==> src/rtl/gbt_link_sequencer.sv <==
// ============================================================================
//  Module      : gbt_link_sequencer
//  Description : Bring-up and recovery sequencer for the GBT transceiver link.
//                Drives the GBT core reset and bitslip release, qualifies
//                link_ready as stable, retries on lock timeout, latches a fault
//                after repeated failures, restarts on SFP LOS or link drop.
//                Optional macro GBT_SEQ_UPTIME_EN enables the S_UP uptime
//                counter on uptime_o (tied to 0 when undefined).
//  Revision    : 1.0 - initial release
// ============================================================================
`default_nettype none

`ifndef GBT_CKRS_T_DEFINED
`define GBT_CKRS_T_DEFINED
typedef struct packed {
    logic clk;
    logic reset;
} ckrs_t;
`endif

module gbt_link_sequencer #(
    parameter int RESET_CYCLES  = 40,
    parameter int LOCK_TIMEOUT  = 4000000,
    parameter int STABLE_CYCLES = 4000,
    parameter int MAX_RETRIES   = 8
) (
    input  ckrs_t       ClkRs_ix,
    input  logic        sfp_los_i,
    input  logic        link_ready_i,
    input  logic        force_reset_i,
    input  logic        fault_clear_i,
    output logic        gbt_reset_o,
    output logic        bitslip_reset_o,
    output logic        link_up_o,
    output logic        fault_o,
    output logic [2:0]  state_o,
    output logic [3:0]  retry_cnt_o,
    output logic [15:0] loss_cnt_o,
    output logic [31:0] uptime_o
);

    // One timer serves all timed states; it only has to reach the largest
    // terminal count minus one, since each timed state leaves at that count.
    localparam int c_timer_max =
        (LOCK_TIMEOUT >= RESET_CYCLES && LOCK_TIMEOUT >= STABLE_CYCLES) ? LOCK_TIMEOUT :
        (RESET_CYCLES >= STABLE_CYCLES) ? RESET_CYCLES : STABLE_CYCLES;
    localparam int c_timer_w = (c_timer_max > 1) ? $clog2(c_timer_max) : 1;

    localparam logic [c_timer_w-1:0] c_reset_last  = c_timer_w'(RESET_CYCLES - 1);
    localparam logic [c_timer_w-1:0] c_lock_last   = c_timer_w'(LOCK_TIMEOUT - 1);
    localparam logic [c_timer_w-1:0] c_stable_last = c_timer_w'(STABLE_CYCLES - 1);
    localparam logic [3:0]           c_max_retries = 4'(MAX_RETRIES);

    typedef enum logic [2:0] {
        S_LOS       = 3'd0,
        S_RESET     = 3'd1,
        S_WAIT_LOCK = 3'd2,
        S_STABLE    = 3'd3,
        S_UP        = 3'd4,
        S_FAULT     = 3'd5
    } state_t;

    logic clk;
    logic rst;
    assign clk = ClkRs_ix.clk;
    assign rst = ClkRs_ix.reset;

    state_t                 r_state;
    logic [c_timer_w-1:0]   r_timer;
    logic [3:0]             r_retry;
    logic [15:0]            r_loss_cnt;

    state_t                 w_next;
    logic                   w_restart;
    logic [3:0]             w_retry_next;
    logic [3:0]             w_retry_inc;
    logic                   w_loss_inc;
    logic [15:0]            w_loss_next;
    logic                   w_timed;

    assign w_retry_inc = r_retry + 4'd1;

    // Next-state and counter-update decisions in priority order:
    // LOS, forced restart, fault clear, then the per-state rules.
    always_comb begin
        w_next       = r_state;
        w_restart    = 1'b0;
        w_retry_next = r_retry;
        w_loss_inc   = 1'b0;
        if (sfp_los_i) begin
            w_next       = S_LOS;
            w_retry_next = 4'd0;
            w_loss_inc   = (r_state == S_UP);
        end else if (force_reset_i && (r_state != S_LOS)) begin
            w_next    = S_RESET;
            w_restart = 1'b1;
        end else if (fault_clear_i && (r_state == S_FAULT)) begin
            w_next       = S_RESET;
            w_retry_next = 4'd0;
        end else begin
            case (r_state)
                S_LOS: w_next = S_RESET;
                S_RESET: begin
                    if (r_timer == c_reset_last) w_next = S_WAIT_LOCK;
                end
                S_WAIT_LOCK: begin
                    if (link_ready_i) begin
                        w_next = S_STABLE;
                    end else if (r_timer == c_lock_last) begin
                        w_retry_next = w_retry_inc;
                        w_next       = (w_retry_inc == c_max_retries) ? S_FAULT : S_RESET;
                    end
                end
                S_STABLE: begin
                    if (!link_ready_i) begin
                        w_next = S_WAIT_LOCK;
                    end else if (r_timer == c_stable_last) begin
                        w_next       = S_UP;
                        w_retry_next = 4'd0;
                    end
                end
                S_UP: begin
                    if (!link_ready_i) begin
                        w_next     = S_RESET;
                        w_loss_inc = 1'b1;
                    end
                end
                S_FAULT: w_next = S_FAULT;
                default: w_next = S_RESET;
            endcase
        end
    end

    // Saturating link-loss counter update.
    always_comb begin
        w_loss_next = r_loss_cnt;
        if (w_loss_inc && (r_loss_cnt != 16'hFFFF)) w_loss_next = r_loss_cnt + 16'd1;
    end

    assign w_timed = (w_next == S_RESET) || (w_next == S_WAIT_LOCK) || (w_next == S_STABLE);

    // State, shared timer and counters; outputs are decoded from the next
    // state so they change on the same edge as the state itself.
    always_ff @(posedge clk) begin
        if (rst) begin
            r_state         <= S_RESET;
            r_timer         <= '0;
            r_retry         <= 4'd0;
            r_loss_cnt      <= 16'd0;
            gbt_reset_o     <= 1'b1;
            bitslip_reset_o <= 1'b0;
            link_up_o       <= 1'b0;
            fault_o         <= 1'b0;
            state_o         <= S_RESET;
        end else begin
            r_state    <= w_next;
            r_retry    <= w_retry_next;
            r_loss_cnt <= w_loss_next;
            if ((w_next != r_state) || w_restart || !w_timed) begin
                r_timer <= '0;
            end else begin
                r_timer <= r_timer + c_timer_w'(1);
            end
            gbt_reset_o     <= (w_next == S_LOS) || (w_next == S_RESET) || (w_next == S_FAULT);
            bitslip_reset_o <= (w_next == S_UP);
            link_up_o       <= (w_next == S_UP);
            fault_o         <= (w_next == S_FAULT);
            state_o         <= w_next;
        end
    end

    assign retry_cnt_o = r_retry;
    assign loss_cnt_o  = r_loss_cnt;

`ifdef GBT_SEQ_UPTIME_EN
    logic [31:0] r_uptime;

    // Cycles spent in S_UP: zeroed on entry, saturating, held after exit.
    always_ff @(posedge clk) begin
        if (rst) begin
            r_uptime <= 32'd0;
        end else if ((w_next == S_UP) && (r_state != S_UP)) begin
            r_uptime <= 32'd0;
        end else if ((r_state == S_UP) && (r_uptime != 32'hFFFF_FFFF)) begin
            r_uptime <= r_uptime + 32'd1;
        end
    end

    assign uptime_o = r_uptime;
`else
    assign uptime_o = 32'd0;
`endif

endmodule

`default_nettype wire
==> config.mk <==
export PLATFORM = sky130hd
export DESIGN_NAME = gbt_link_sequencer
export DESIGN_NICKNAME = d
export VERILOG_FILES = /design/src/rtl/gbt_link_sequencer.sv
export SDC_FILE = /design/constraint.sdc
export NUM_CORES = 1
export LEC_CHECK = 0
export CELL_PAD_IN_SITES_DETAIL_PLACEMENT = 0
export CELL_PAD_IN_SITES_GLOBAL_PLACEMENT = 1
export CORE_ASPECT_RATIO = 0.9
export CORE_MARGIN = 1
export CORE_UTILIZATION = 40
export DETAILED_ROUTE_END_ITERATION = 7
export GPL_ROUTABILITY_DRIVEN = 1
export PLACE_DENSITY_LB_ADDON = 0.12
export SLEW_MARGIN = 10
export SYNTH_ARGS = -nofsm -noshare
export SYNTH_HDL_FRONTEND = slang
export SYNTH_SLANG_ARGS = --single-unit
==> constraint.sdc <==
create_clock -name ClkRs_ix -period 6 [get_ports ClkRs_ix]
set_input_delay 0.6 -clock ClkRs_ix [delete_from_list [all_inputs] [get_ports ClkRs_ix]]
set_output_delay 0.6 -clock ClkRs_ix [all_outputs]
set_load 0.005 [all_outputs]
==> out/metrics.cfg <==
[power]
power.internal_mw=0.629
p_leak_nw=1.27
power.density_mw_per_mm2=263
ir_drop_mv=0.141
combPwrFrac=0.067
power_frac_clock=0.565
p_switching_mw=0.300
pwr-share-seq=0.367
swShare=0.323

[clocking]
cts_setup_buffers=0
cts_resized=0
clock_latency_ps=330
cts-hold-fix-buffers=0
clkTransAtPathRegs_ps=90
cts_tree=yes

[synth]
synth_common_cells=49 x nor2_1, 48 x dfxtp_1, 33 x buf_4
ys.warnings.count=0
yosysSeqAreaShare=0.346
syn_inst=337
ys_types=56
yosysMostFrequentCell=nor2_1
avgSynthCellArea_um2=8.25
synth_edf_count=0
netlist.area_leader.share=0.346
synth_seq_cells=48
synth_top_flop_cell=dfxtp_1
syn_area_mm2=0.00278
yosysTopAreaCell=dfxtp_1
ys_top_cells_by_area=dfxtp_1 35%, buf_4 8.9%, nor2_1 6.6%
async_flop_share=0

[placement]
io_buffers=31
dp.cells=447
place_ws_ps=2200
dp_hpwl_um=4200
place.gp.congestion=0.855

[critical_path]
worstPathRequired_ps=6250
rrSetupSlack_ps=2940
startpoint_type=clock port
cp_data_arrival_time_ps=4350
critPathCaptureType=flop
worstPathMaxFanout=13
path_class=clk2reg

[drt]
ant_nets=0
wl_per_cell_um=15.0
routed_wirelength_um=7330
drt-initial-drc-count=217
vias=2549
routed_via_density=5.23
drc_errors=0
dr.pass1.iters=4

[timing]
max_slew.worst_pin.slew_ps=936
hold_viol_final=0
timing.final.ws_setup_ps=1900
rsz0062_at_grt=no
finClkSkew_ps=28.4
slew_headroom=0.372
slew_violations=0
finalSetupTns_ps=0
setup_violations=0

[global_routing]
grt_pass1_wl_um=13600
grt-ovfl-total=0
grt_util_all_layers=0.236
antenna_found_initial=0
grt_max_degree=15
grt_pass1_vias=2758

[cells_and_area]
nets=398
fill_cells=646
n_antenna_cell=0
drive_above_1_share=0.121
area_growth_pct=27.0
stdcell_count=487
final_util=0.530

[floorplan]
chipHeight_um=81.1
die_x_um=89.9
ioPinCount=65
core_mm2=0.00666
dieArea_mm2=0.00729
core.rowCount=28
initial_utilization=0.417

[hold_path]
hp-class=clk2reg

[job]
max_cap_viol_count=0

[run_status]
status=completed

-- area by class of cell --
type | instances | area (um2) | area share
well taps | 90 | 113 | 0.0319
multi-input cells | 271 | 1610 | 0.457
clock inverters | 5 | 76.3 | 0.0216
inverters | 7 | 26.3 | 0.00744
flip-flops and latches | 48 | 961 | 0.272
repair buffers | 31 | 310 | 0.0879
clock buffers | 35 | 432 | 0.122
-- cell usage in the layout, fill, tap and decap left out, types with 2 or more instances in the layout --
cell,instances
nor2_1,49
dfxtp_1,48
conb_1,32
clkdlybuf4s50_1,31
clkbuf_8,30
nand2_1,25
xor2_1,20
a21oi_1,17
nand3_1,16
nor3_1,12
xnor2_1,9
o21ai_0,9
inv_1,8
or3_1,8
nand4_1,6
nand2b_1,5
clkbuf_1,5
and4_1,4
and2_1,4
or2_2,4
ha_1,4
or4_4,3
and3_1,2
o21a_1,2
o2111ai_1,2
o211ai_1,2
nor2b_1,2
nor4_1,2
nand4b_1,2
a2bb2oi_1,2
o21bai_1,2
o31ai_1,2
bufinv_8,2
-- power by group through the flow --
stage	combinational [mW]	clock (mW)	sequential, mW
5_1_grt	0.0687	0.580	0.355
3_3_place_gp	0.0575	0.0347	0.348
6_report	0.0627	0.525	0.341
2_1_floorplan	0.0621	0.0796	0.338
4_1_cts	0.0596	0.531	0.341
3_5_place_dp	0.0566	0.0347	0.348
-- critical path, cell delays in order --
cell      delay (ps)
clkbuf_8         110
clkbuf_8         170
nor3_1           240
clkbuf_8         190
clkbuf_8         110
o211ai_2          80
clkbuf_8         180
clkbuf_8         160
nor2_1           110
-- logic make-up after synthesis --
| logic type | count (synthesis) | synth area share |
|---|---|---|
| buf+inv | 49 | 0.116 |
| other cells | 1 | 0.00135 |
| compound gates | 52 | 0.131 |
| simple gates | 153 | 0.293 |
| mux | 1 | 0.00360 |
| flops | 48 | 0.346 |
| xor+xnor | 29 | 0.0914 |
| fa+ha+maj | 4 | 0.0180 |
-- registers in the layout, summed over array words and instances (netlist names) --
signal	count
loss_cnt_o	16
r_state	3
r_timer	22
retry_cnt_o	4
fault_o	1
link_up_o	1
gbt_reset_o	1
-- stage by stage --
stage	total power [mW]	hold WS (ps)	cell area (um2)
detailed placement	0.439	69.1	3020
global route	1.00	56.3	3530
floorplan	0.480	91.3	2900
CTS	0.931	56.4	3530
finish	0.929	48.6	3530
global placement	0.440	69.1	3020
-- final timing paths --
kind | startpoint | to | depth (start not counted)
max | ClkRs_ix[0] | r_timer[4] | 9
min | ClkRs_ix[0] | loss_cnt_o[0] | 3
max reg2reg | r_state[1] | r_timer[4] | 8
min reg2reg | loss_cnt_o[11] | loss_cnt_o[11] | 2
-- metal layers --
layer	share of wire	routed length, um	track usage
met5	0	0	0
met4	0.029	215	0.166
met3	0.10	746	0.144
met2	0.43	3150	0.305
met1	0.44	3210	0.284
Power figures use the tool's default switching activity.
